===== config.mk =====
export PLATFORM = sky130hd
export DESIGN_NAME = intbus_initiator_flat
export DESIGN_NICKNAME = d
export VERILOG_FILES = /design/src/rtl/intbus_pkg.sv /design/src/rtl/intbus_interf.sv /design/src/rtl/intbus_rd_timer.sv /design/src/rtl/intbus_initiator.sv /design/src/flat_wrapper.sv
export SDC_FILE = /design/constraint.sdc
export NUM_CORES = 1
export LEC_CHECK = 0
export BUFFER_PORTS_ARGS = -buffer_cell sky130_fd_sc_hd__buf_2
export CAP_MARGIN = 15
export CORE_MARGIN = 5
export CORE_UTILIZATION = 52
export CTS_BUF_LIST = sky130_fd_sc_hd__clkbuf_8
export CTS_CLUSTER_SIZE = 20
export DETAILED_ROUTE_END_ITERATION = 7
export GPL_TIMING_DRIVEN = 0
export PLACE_DENSITY = 0.87
export SLEW_MARGIN = 20
export SYNTH_ARGS = -nofsm -noshare
export SYNTH_HDL_FRONTEND = slang
export SYNTH_SLANG_ARGS = --single-unit

===== constraint.sdc =====
create_clock -name clk -period 2.7 [get_ports clk]
set_clock_uncertainty 0.05 [all_clocks]
set_input_delay 0.135 -clock clk [delete_from_list [all_inputs] [get_ports clk]]
set_output_delay 0.135 -clock clk [all_outputs]
set_load 0.03 [all_outputs]

===== src/rtl/intbus_pkg.sv =====
// Shared definitions for the internal register bus:
// initiator states, error word and hub identification.
package intbus_pkg;

   typedef enum logic [2:0] {
      ST_IDLE,
      ST_WR,
      ST_RD,
      ST_RD_WAIT,
      ST_RESP
   } intbus_init_state_t;

   localparam logic [31:0] INTBUS_ERR_DATA = 32'hDEADBEEF;
   localparam logic [15:0] HUB_ID = 16'h46E4;

   function automatic logic [15:0] sat_inc16(input logic [15:0] v);
      return (v == 16'hFFFF) ? v : v + 16'd1;
   endfunction

endpackage


===== src/rtl/intbus_interf.sv =====
// Internal register bus: single-cycle wr/rd strobes,
// read data returned later with rvalid.
interface intbus_interf #(
   parameter int ADDR_WIDTH = 28,
   parameter int DATA_WIDTH = 32
) ();

   logic                  clk;
   logic [ADDR_WIDTH-1:0] addr;
   logic [DATA_WIDTH-1:0] wdata;
   logic                  wr;
   logic                  rd;
   logic [DATA_WIDTH-1:0] rdata;
   logic                  rvalid;

   modport master (
      output clk, addr, wdata, wr, rd,
      input  rdata, rvalid
   );

   modport slave (
      input  clk, addr, wdata, wr, rd,
      output rdata, rvalid
   );

endinterface


===== src/rtl/intbus_rd_timer.sv =====
// Read-window counter: loaded to 1 on start, counts while run,
// flags expired once the count equals TIMEOUT.
module intbus_rd_timer #(
   parameter int TIMEOUT = 15
) (
   input  logic clk,
   input  logic resetn,
   input  logic start,
   input  logic run,
   output logic expired
);

   localparam int CW = (TIMEOUT < 1) ? 1 : $clog2(TIMEOUT + 1);
   localparam logic [CW-1:0] LIMIT = CW'(TIMEOUT);

   logic [CW-1:0] cnt_q;

   always_ff @(posedge clk or negedge resetn) begin
      if (!resetn) begin
         cnt_q <= '0;
      end else if (start) begin
         cnt_q <= CW'(1);
      end else if (run && !expired) begin
         cnt_q <= cnt_q + CW'(1);
      end
   end

   assign expired = (cnt_q == LIMIT);

endmodule


===== src/rtl/intbus_initiator.sv =====
// Bus master of the internal register bus: turns a valid/ready
// command stream into wr/rd strobes and returns one response each.
module intbus_initiator
   import intbus_pkg::*;
#(
   parameter int                     ADDR_WIDTH = 28,
   parameter int                     DATA_WIDTH = 32,
   parameter int                     TIMEOUT    = 15,
   parameter logic [DATA_WIDTH-1:0]  ERR_DATA   = INTBUS_ERR_DATA
) (
   input  logic                  clk,
   input  logic                  resetn,
   input  logic                  req_valid,
   output logic                  req_ready,
   input  logic                  req_wr,
   input  logic [ADDR_WIDTH-1:0] req_addr,
   input  logic [DATA_WIDTH-1:0] req_wdata,
   output logic                  resp_valid,
   input  logic                  resp_ready,
   output logic [DATA_WIDTH-1:0] resp_rdata,
   output logic                  resp_err,
   output logic                  stray_rvalid,
   output logic [15:0]           timeout_cnt,
   intbus_interf.master          bus
);

   intbus_init_state_t state_q, state_d;

   logic [ADDR_WIDTH-1:0] addr_q;
   logic [DATA_WIDTH-1:0] wdata_q;
   logic [DATA_WIDTH-1:0] rdata_q;
   logic                  err_q;
   logic                  stray_q;
   logic [15:0]           tcnt_q;

   logic in_rd;
   logic tmr_expired;
   logic rd_hit;
   logic rd_timeout;
   logic accept;

   assign in_rd      = (state_q == ST_RD) || (state_q == ST_RD_WAIT);
   assign rd_hit     = in_rd && bus.rvalid;
   assign rd_timeout = (state_q == ST_RD_WAIT) && !bus.rvalid
                       && tmr_expired;
   assign accept     = (state_q == ST_IDLE) && req_valid;

   intbus_rd_timer #(
      .TIMEOUT (TIMEOUT)
   ) u_timer (
      .clk     (clk),
      .resetn  (resetn),
      .start   (state_q == ST_RD),
      .run     (state_q == ST_RD_WAIT),
      .expired (tmr_expired)
   );

   always_ff @(posedge clk or negedge resetn) begin
      if (!resetn) begin
         state_q <= ST_IDLE;
      end else begin
         state_q <= state_d;
      end
   end

   always_comb begin
      state_d = state_q;
      unique case (state_q)
         ST_IDLE: begin
            if (req_valid) begin
               state_d = req_wr ? ST_WR : ST_RD;
            end
         end
         ST_WR: begin
            state_d = ST_RESP;
         end
         ST_RD: begin
            state_d = bus.rvalid ? ST_RESP : ST_RD_WAIT;
         end
         ST_RD_WAIT: begin
            if (bus.rvalid || tmr_expired) begin
               state_d = ST_RESP;
            end
         end
         ST_RESP: begin
            if (resp_ready) begin
               state_d = ST_IDLE;
            end
         end
         default: begin
            state_d = ST_IDLE;
         end
      endcase
   end

   // rvalid outside a read window is dropped, only flagged
   always_ff @(posedge clk or negedge resetn) begin
      if (!resetn) begin
         addr_q  <= '0;
         wdata_q <= '0;
         rdata_q <= '0;
         err_q   <= 1'b0;
         stray_q <= 1'b0;
         tcnt_q  <= '0;
      end else begin
         if (accept) begin
            addr_q  <= req_addr;
            wdata_q <= req_wdata;
         end
         if (state_q == ST_WR) begin
            rdata_q <= '0;
            err_q   <= 1'b0;
         end
         if (rd_hit) begin
            rdata_q <= bus.rdata;
            err_q   <= 1'b0;
         end else if (rd_timeout) begin
            rdata_q <= ERR_DATA;
            err_q   <= 1'b1;
            tcnt_q  <= sat_inc16(tcnt_q);
         end
         if (bus.rvalid && !in_rd) begin
            stray_q <= 1'b1;
         end
      end
   end

   assign req_ready    = resetn && (state_q == ST_IDLE);
   assign resp_valid   = (state_q == ST_RESP);
   assign resp_rdata   = rdata_q;
   assign resp_err     = err_q;
   assign stray_rvalid = stray_q;
   assign timeout_cnt  = tcnt_q;

   assign bus.clk   = clk;
   assign bus.addr  = addr_q;
   assign bus.wdata = wdata_q;
   assign bus.wr    = (state_q == ST_WR);
   assign bus.rd    = (state_q == ST_RD);

endmodule


===== src/flat_wrapper.sv =====
// flat-port wrapper written by rule: the top's interface ports become plain ports
module intbus_initiator_flat import intbus_pkg::*;
#(
   parameter int                     ADDR_WIDTH = 28,
   parameter int                     DATA_WIDTH = 32,
   parameter int                     TIMEOUT    = 15,
   parameter logic [DATA_WIDTH-1:0]  ERR_DATA   = INTBUS_ERR_DATA
)
  (clk, resetn, req_valid, req_ready, req_wr, req_addr, req_wdata, resp_valid, resp_ready, resp_rdata, resp_err, stray_rvalid, timeout_cnt, bus_clk, bus_addr, bus_wdata, bus_wr, bus_rd, bus_rdata, bus_rvalid);
  intbus_interf #(.ADDR_WIDTH(ADDR_WIDTH), .DATA_WIDTH(DATA_WIDTH)) bus_i ();
  input  logic clk;
  input  logic resetn;
  input  logic req_valid;
  output logic req_ready;
  input  logic req_wr;
  input  logic [ADDR_WIDTH-1:0] req_addr;
  input  logic [DATA_WIDTH-1:0] req_wdata;
  output logic resp_valid;
  input  logic resp_ready;
  output logic [DATA_WIDTH-1:0] resp_rdata;
  output logic resp_err;
  output logic stray_rvalid;
  output logic [15:0] timeout_cnt;
  output wire logic [$bits(bus_i.clk)-1:0] bus_clk;
  output wire logic [$bits(bus_i.addr)-1:0] bus_addr;
  output wire logic [$bits(bus_i.wdata)-1:0] bus_wdata;
  output wire logic [$bits(bus_i.wr)-1:0] bus_wr;
  output wire logic [$bits(bus_i.rd)-1:0] bus_rd;
  input wire logic [$bits(bus_i.rdata)-1:0] bus_rdata;
  input wire logic [$bits(bus_i.rvalid)-1:0] bus_rvalid;
  assign bus_clk = bus_i.clk;
  assign bus_addr = bus_i.addr;
  assign bus_wdata = bus_i.wdata;
  assign bus_wr = bus_i.wr;
  assign bus_rd = bus_i.rd;
  assign bus_i.rdata = bus_rdata;
  assign bus_i.rvalid = bus_rvalid;
  intbus_initiator #(.ADDR_WIDTH(ADDR_WIDTH), .DATA_WIDTH(DATA_WIDTH), .TIMEOUT(TIMEOUT), .ERR_DATA(ERR_DATA)) u_core (.clk(clk), .resetn(resetn), .req_valid(req_valid), .req_ready(req_ready), .req_wr(req_wr), .req_addr(req_addr), .req_wdata(req_wdata), .resp_valid(resp_valid), .resp_ready(resp_ready), .resp_rdata(resp_rdata), .resp_err(resp_err), .stray_rvalid(stray_rvalid), .timeout_cnt(timeout_cnt), .bus(bus_i));
endmodule

Word-level counts from Yosys, hierarchy flattened
Cells that the tools add are included.
- ROM bits: 0
- output and inout bits: 115
- bits in writable memories: 0
- bits of input ports: 98
- memories: 0
- bits in latches: 0
- register bits after elaboration: 117
- reduce and logical (&&, ||, !) cells: 17
- $add $sub $neg: 2
- bitwise logic cells: 2
- multipliers: 0
- div/mod/pow operators: 0
- magnitude comparators: 0
- eq/ne operators: 9
- shift operators: 0
- multiplexer cells: 14
- operators by type and width (cell ; count):
    two-way mux 32 bit ; 3
    adder 16 x 1 -> 16 bit, second input constant ; 1
    == test 16 bit, second input constant ; 1
    case mux 3 bit (5 select lines) ; 1
    two-way mux 3 bit ; 4
    two-way mux 4 bit ; 2
    logical AND 1 bit ; 7
    == test 3 x 2 -> 1 bit, second input constant ; 2
    AND reduction 3 bit ; 2
    adder 4 x 1 -> 4 bit, second input constant ; 1
    == test 4 bit, second input constant ; 1
    inequality test 2 x 1 -> 1 bit, second input constant ; 2
    == test 3 x 1 -> 1 bit, second input constant ; 1
    == test 3 bit, second input constant ; 1
    zero test 1 bit ; 3
    zero test 3 bit ; 1
    two-way mux 1 bit ; 3
    nonzero test 3 bit ; 1
    logical OR 1 bit ; 2
    two-way mux 2 bit ; 1
    inequality test 2 bit, second input constant ; 1
    inverter 1 bit ; 2
    nonzero test 2 bit ; 1

Logic depth before layout (Yosys ltp)
- word-level depth: 5
- mapped depth: 7
- depth with buffers taken out: 5

Hierarchy
Synthesis repeated with hierarchy kept, for this count alone.
- cells, all modules: 333
- area, all modules: 4703.3 um2
- modules (own cells, without submodules) (module ; area an instance (um2) ; instances ; cells each ; seq. area each (um2)):
    intbus_initiator ; 4479.3 ; 1 ; 313 ; 2827.7
    intbus_rd_timer ; 224.0 ; 1 ; 20 ; 100.1

==> metrics <==
Cells after Synth approximately 340; max cap viols 0; vias in the first global route 4868; final core utilization a little over four fifths; Rows 34; RD Place Congestion just under 0.9; CTS tree done; Crit path largest cell delay around 400 ps; Slowest-stage cell, CP mux2_2; Leak 0.003734 uW; total track usage 30.38%; Top cell by count, worst path clkbuf_1; DP Wirelength between 9000 and 10000 um; fin crit period around 2300 ps; Design Power 8889 uW; Hold Fails Final Rpt 0; Reg2Reg Setup Slack ~440 ps; Layout area overhead 56.85%; largest net degree at the start of global routing slightly below 80; Clock transition at path regs roughly 80 ps; final setup vio count 0; Most Crowded Layer GR met2; maximum vdd drop ~0.9 mV; CP endpoint kind flop; Distinct cells, synth 36; mapped cell area 0.004692 mm^2; Clock Latency Late Sink just over 500 ps; die area 0.01102 mm^2; DR DRC count 0; global-route wire length before repair between 20000 and 30000 um; initial DRC count 180; total core area approximately 0.0088 mm^2; cell area after layout between 0.007 and 0.008 mm^2; # fillers 448; ratio of cells with drive above 1 in the final layout between 40% and 50%; post-DR vias/cell 5.463; Yosys reg bits 117; pre-CTS setup slack around 480 ps; Worst path top cell family by delay buffers and inverters; initial antenna violation count 0; Area after DPL between 0.005 and 0.006 mm^2; status completed; Startpoint Class flop; Routed WL between 15000 and 20000 um; grt ovf 0; Antenna Nets Post-Route 0; via count roughly 4.3k; global routing usage on met2 roughly half; crit path cell chain clkbuf_1 > nor3_1 > and2_1 > clkbuf_1 > buf_2 > mux2_2; DRT Pass-1 Iters 4; Tightest Pin Transition ~540 ps; pwr/cell area 1208 mW/mm^2; WP buf/inv 3; WS Path Type reg2reg; port bufs 212; met3 Resource Use GR ~11%; Ys Warns 0; Die W between 100 and 150 um; Max FO, Critical Path 10; Critical Path AT between 2000 and 3000 ps; Die H between 100 and 150 um; max frequency ~0.44 GHz; Worst Hold Class in2async; final cycle utilization of the critical path between 80% and 90%; RSZ-0062 raised after global routing false; Req. time, crit path roughly 3100 ps; Seq/Total Area, Yosys ~62%; drt wl/cell approximately 21 um; met1 Usage GRT roughly a third; Slew Limit Fails 0; syn_nets about 440; Slew headroom a little under two thirds; Initial Util a little over half; Final WS setup 435.3 ps; Syn Area/Cell 13.88 um^2; I/O pins 213; Layout Nets between 700 and 800
==> metrics by stage <==
| stage | hold slack (ps) | instances | TNS, ps |
|---|---|---|---|
| 2_1_floorplan | -210.6 | 338 | 0 |
| 3_3_place_gp | 292.3 | 658 | -40.17 |
| 3_5_place_dp | 23.06 | 659 | 0 |
| 4_1_cts | 20.74 | 790 | 0 |
| 5_1_grt | 68.28 | 790 | 0 |
| 6_report | 49.46 | 791 | 0 |
==> cells in the final DEF, fill, tap and decap left out, drive strengths merged, types with 3 or more instances in the layout <==
cell	synthesis	layout
inv	2	5
o21ai	5	5
clkbuf	10	31
a21oi	5	5
nor4	9	9
buf	12	225
nor2	7	7
clkinv	0	6
a22o	10	10
nand3	9	9
nor3	7	7
mux2	61	61
bufinv	0	4
and2	3	3
nand4	4	4
nand2	17	17
nor3b	3	3
dfrtp	117	117
a221o	24	24
dlygate4sd3	0	96
xor2	15	15
==> what timing repair did <==
| item | in CTS | in global routing |
|---|---|---|
| resized for setup | 0 | 0 |
| endpoints found under the hold margin | 212 | 0 |
| hold buffers | 96 | 0 |
| buffers inserted | 0 | 0 |
==> cell families after synthesis <==
| kind of cell | Yosys count | share of synthesized area, % |
|---|---|---|
| mux | 61 | 14.64 |
| flops | 117 | 62.40 |
| compound gates | 50 | 9.013 |
| buf+inv | 24 | 2.427 |
| simple gates | 69 | 8.187 |
| fa+ha+maj | 2 | 0.5332 |
| xor+xnor | 15 | 2.800 |
==> layer usage <==
layer | routed length (um) | share of wire [%]
met1 | 5929 | 36
met2 | 8352 | 51
met3 | 1536 | 9.4
met4 | 501 | 3.1
met5 | 0 | 0
==> flip-flops by register name (all words and copies together), names as in the netlist <==
register              cells
u_core.bus.addr          28
u_core.timeout_cnt       16
u_core.state_q            3
u_core.resp_err           1
u_core.resp_rdata        32
u_core.u_timer.cnt_q      4
u_core.stray_rvalid       1
u_core.bus.wdata         32
==> synth_stat cells, drive strengths merged <==
master	count	area [um^2]
a22o	10	87.58
nor2b	1	6.260
buf	12	68.82
o31ai	1	7.510
nand4	4	25.02
and4bb	1	12.51
nand2	17	63.81
a21o	2	15.01
nor3b	3	22.52
a21oi	5	25.02
or4	1	11.26
or3	1	6.260
nor2	7	26.28
o21a	1	7.510
a41oi	1	8.760
nand2b	2	12.51
clkbuf	10	37.54
ha	2	25.02
inv	2	7.510
and3	1	6.260
nand3	9	45.04
dfrtp	117	2928
mux2	61	686.9
nor3	7	35.03
o22ai	1	6.260
and3b	1	8.760
or2	1	6.260
and2	3	18.77
xor2	15	131.4
o21ai	5	25.02
a221o	24	240.2
and4	1	8.760
nor4	9	68.81
==> power breakdown <==
part	leakage (uW)	internal (uW)	switching (uW)	total, uW
combinational	0.00201	1420	2540	3950
sequential	0.00147	2490	498	2990
clock	0.000256	1150	800	1950
total	0.00373	5050	3830	8890
==> worst paths after layout <==
kind / from / to / depth (start not counted)
setup reg to reg: u_core.state_q[2] / u_core.bus.wdata[6] / 6
hold reg to reg: u_core.stray_rvalid / u_core.stray_rvalid / 1
hold / removal: resetn / u_core.timeout_cnt[2] / 2
setup / recovery: u_core.state_q[2] / u_core.bus.wdata[6] / 6
min in group clk: req_valid / u_core.state_q[2] / 4
max in group asynchronous: resetn / u_core.resp_rdata[20] / 3
==> cell type report <==
| cell class | instances | area (um^2) | area share, % |
|---|---|---|---|
| multi-input combinational | 197 | 1650 | 22.42 |
| clock buffer | 22 | 294.0 | 3.995 |
| sequential | 117 | 2928 | 39.78 |
| clock inverter | 14 | 185.2 | 2.516 |
| antenna | 1 | 2.502 | 0.03400 |
| buffer | 22 | 106.4 | 1.445 |
| tap | 108 | 135.1 | 1.836 |
| timing repair buffer | 308 | 2051 | 27.86 |
| inverter | 2 | 7.507 | 0.1020 |
No activity file was read; power rests on OpenSTA's default activity.
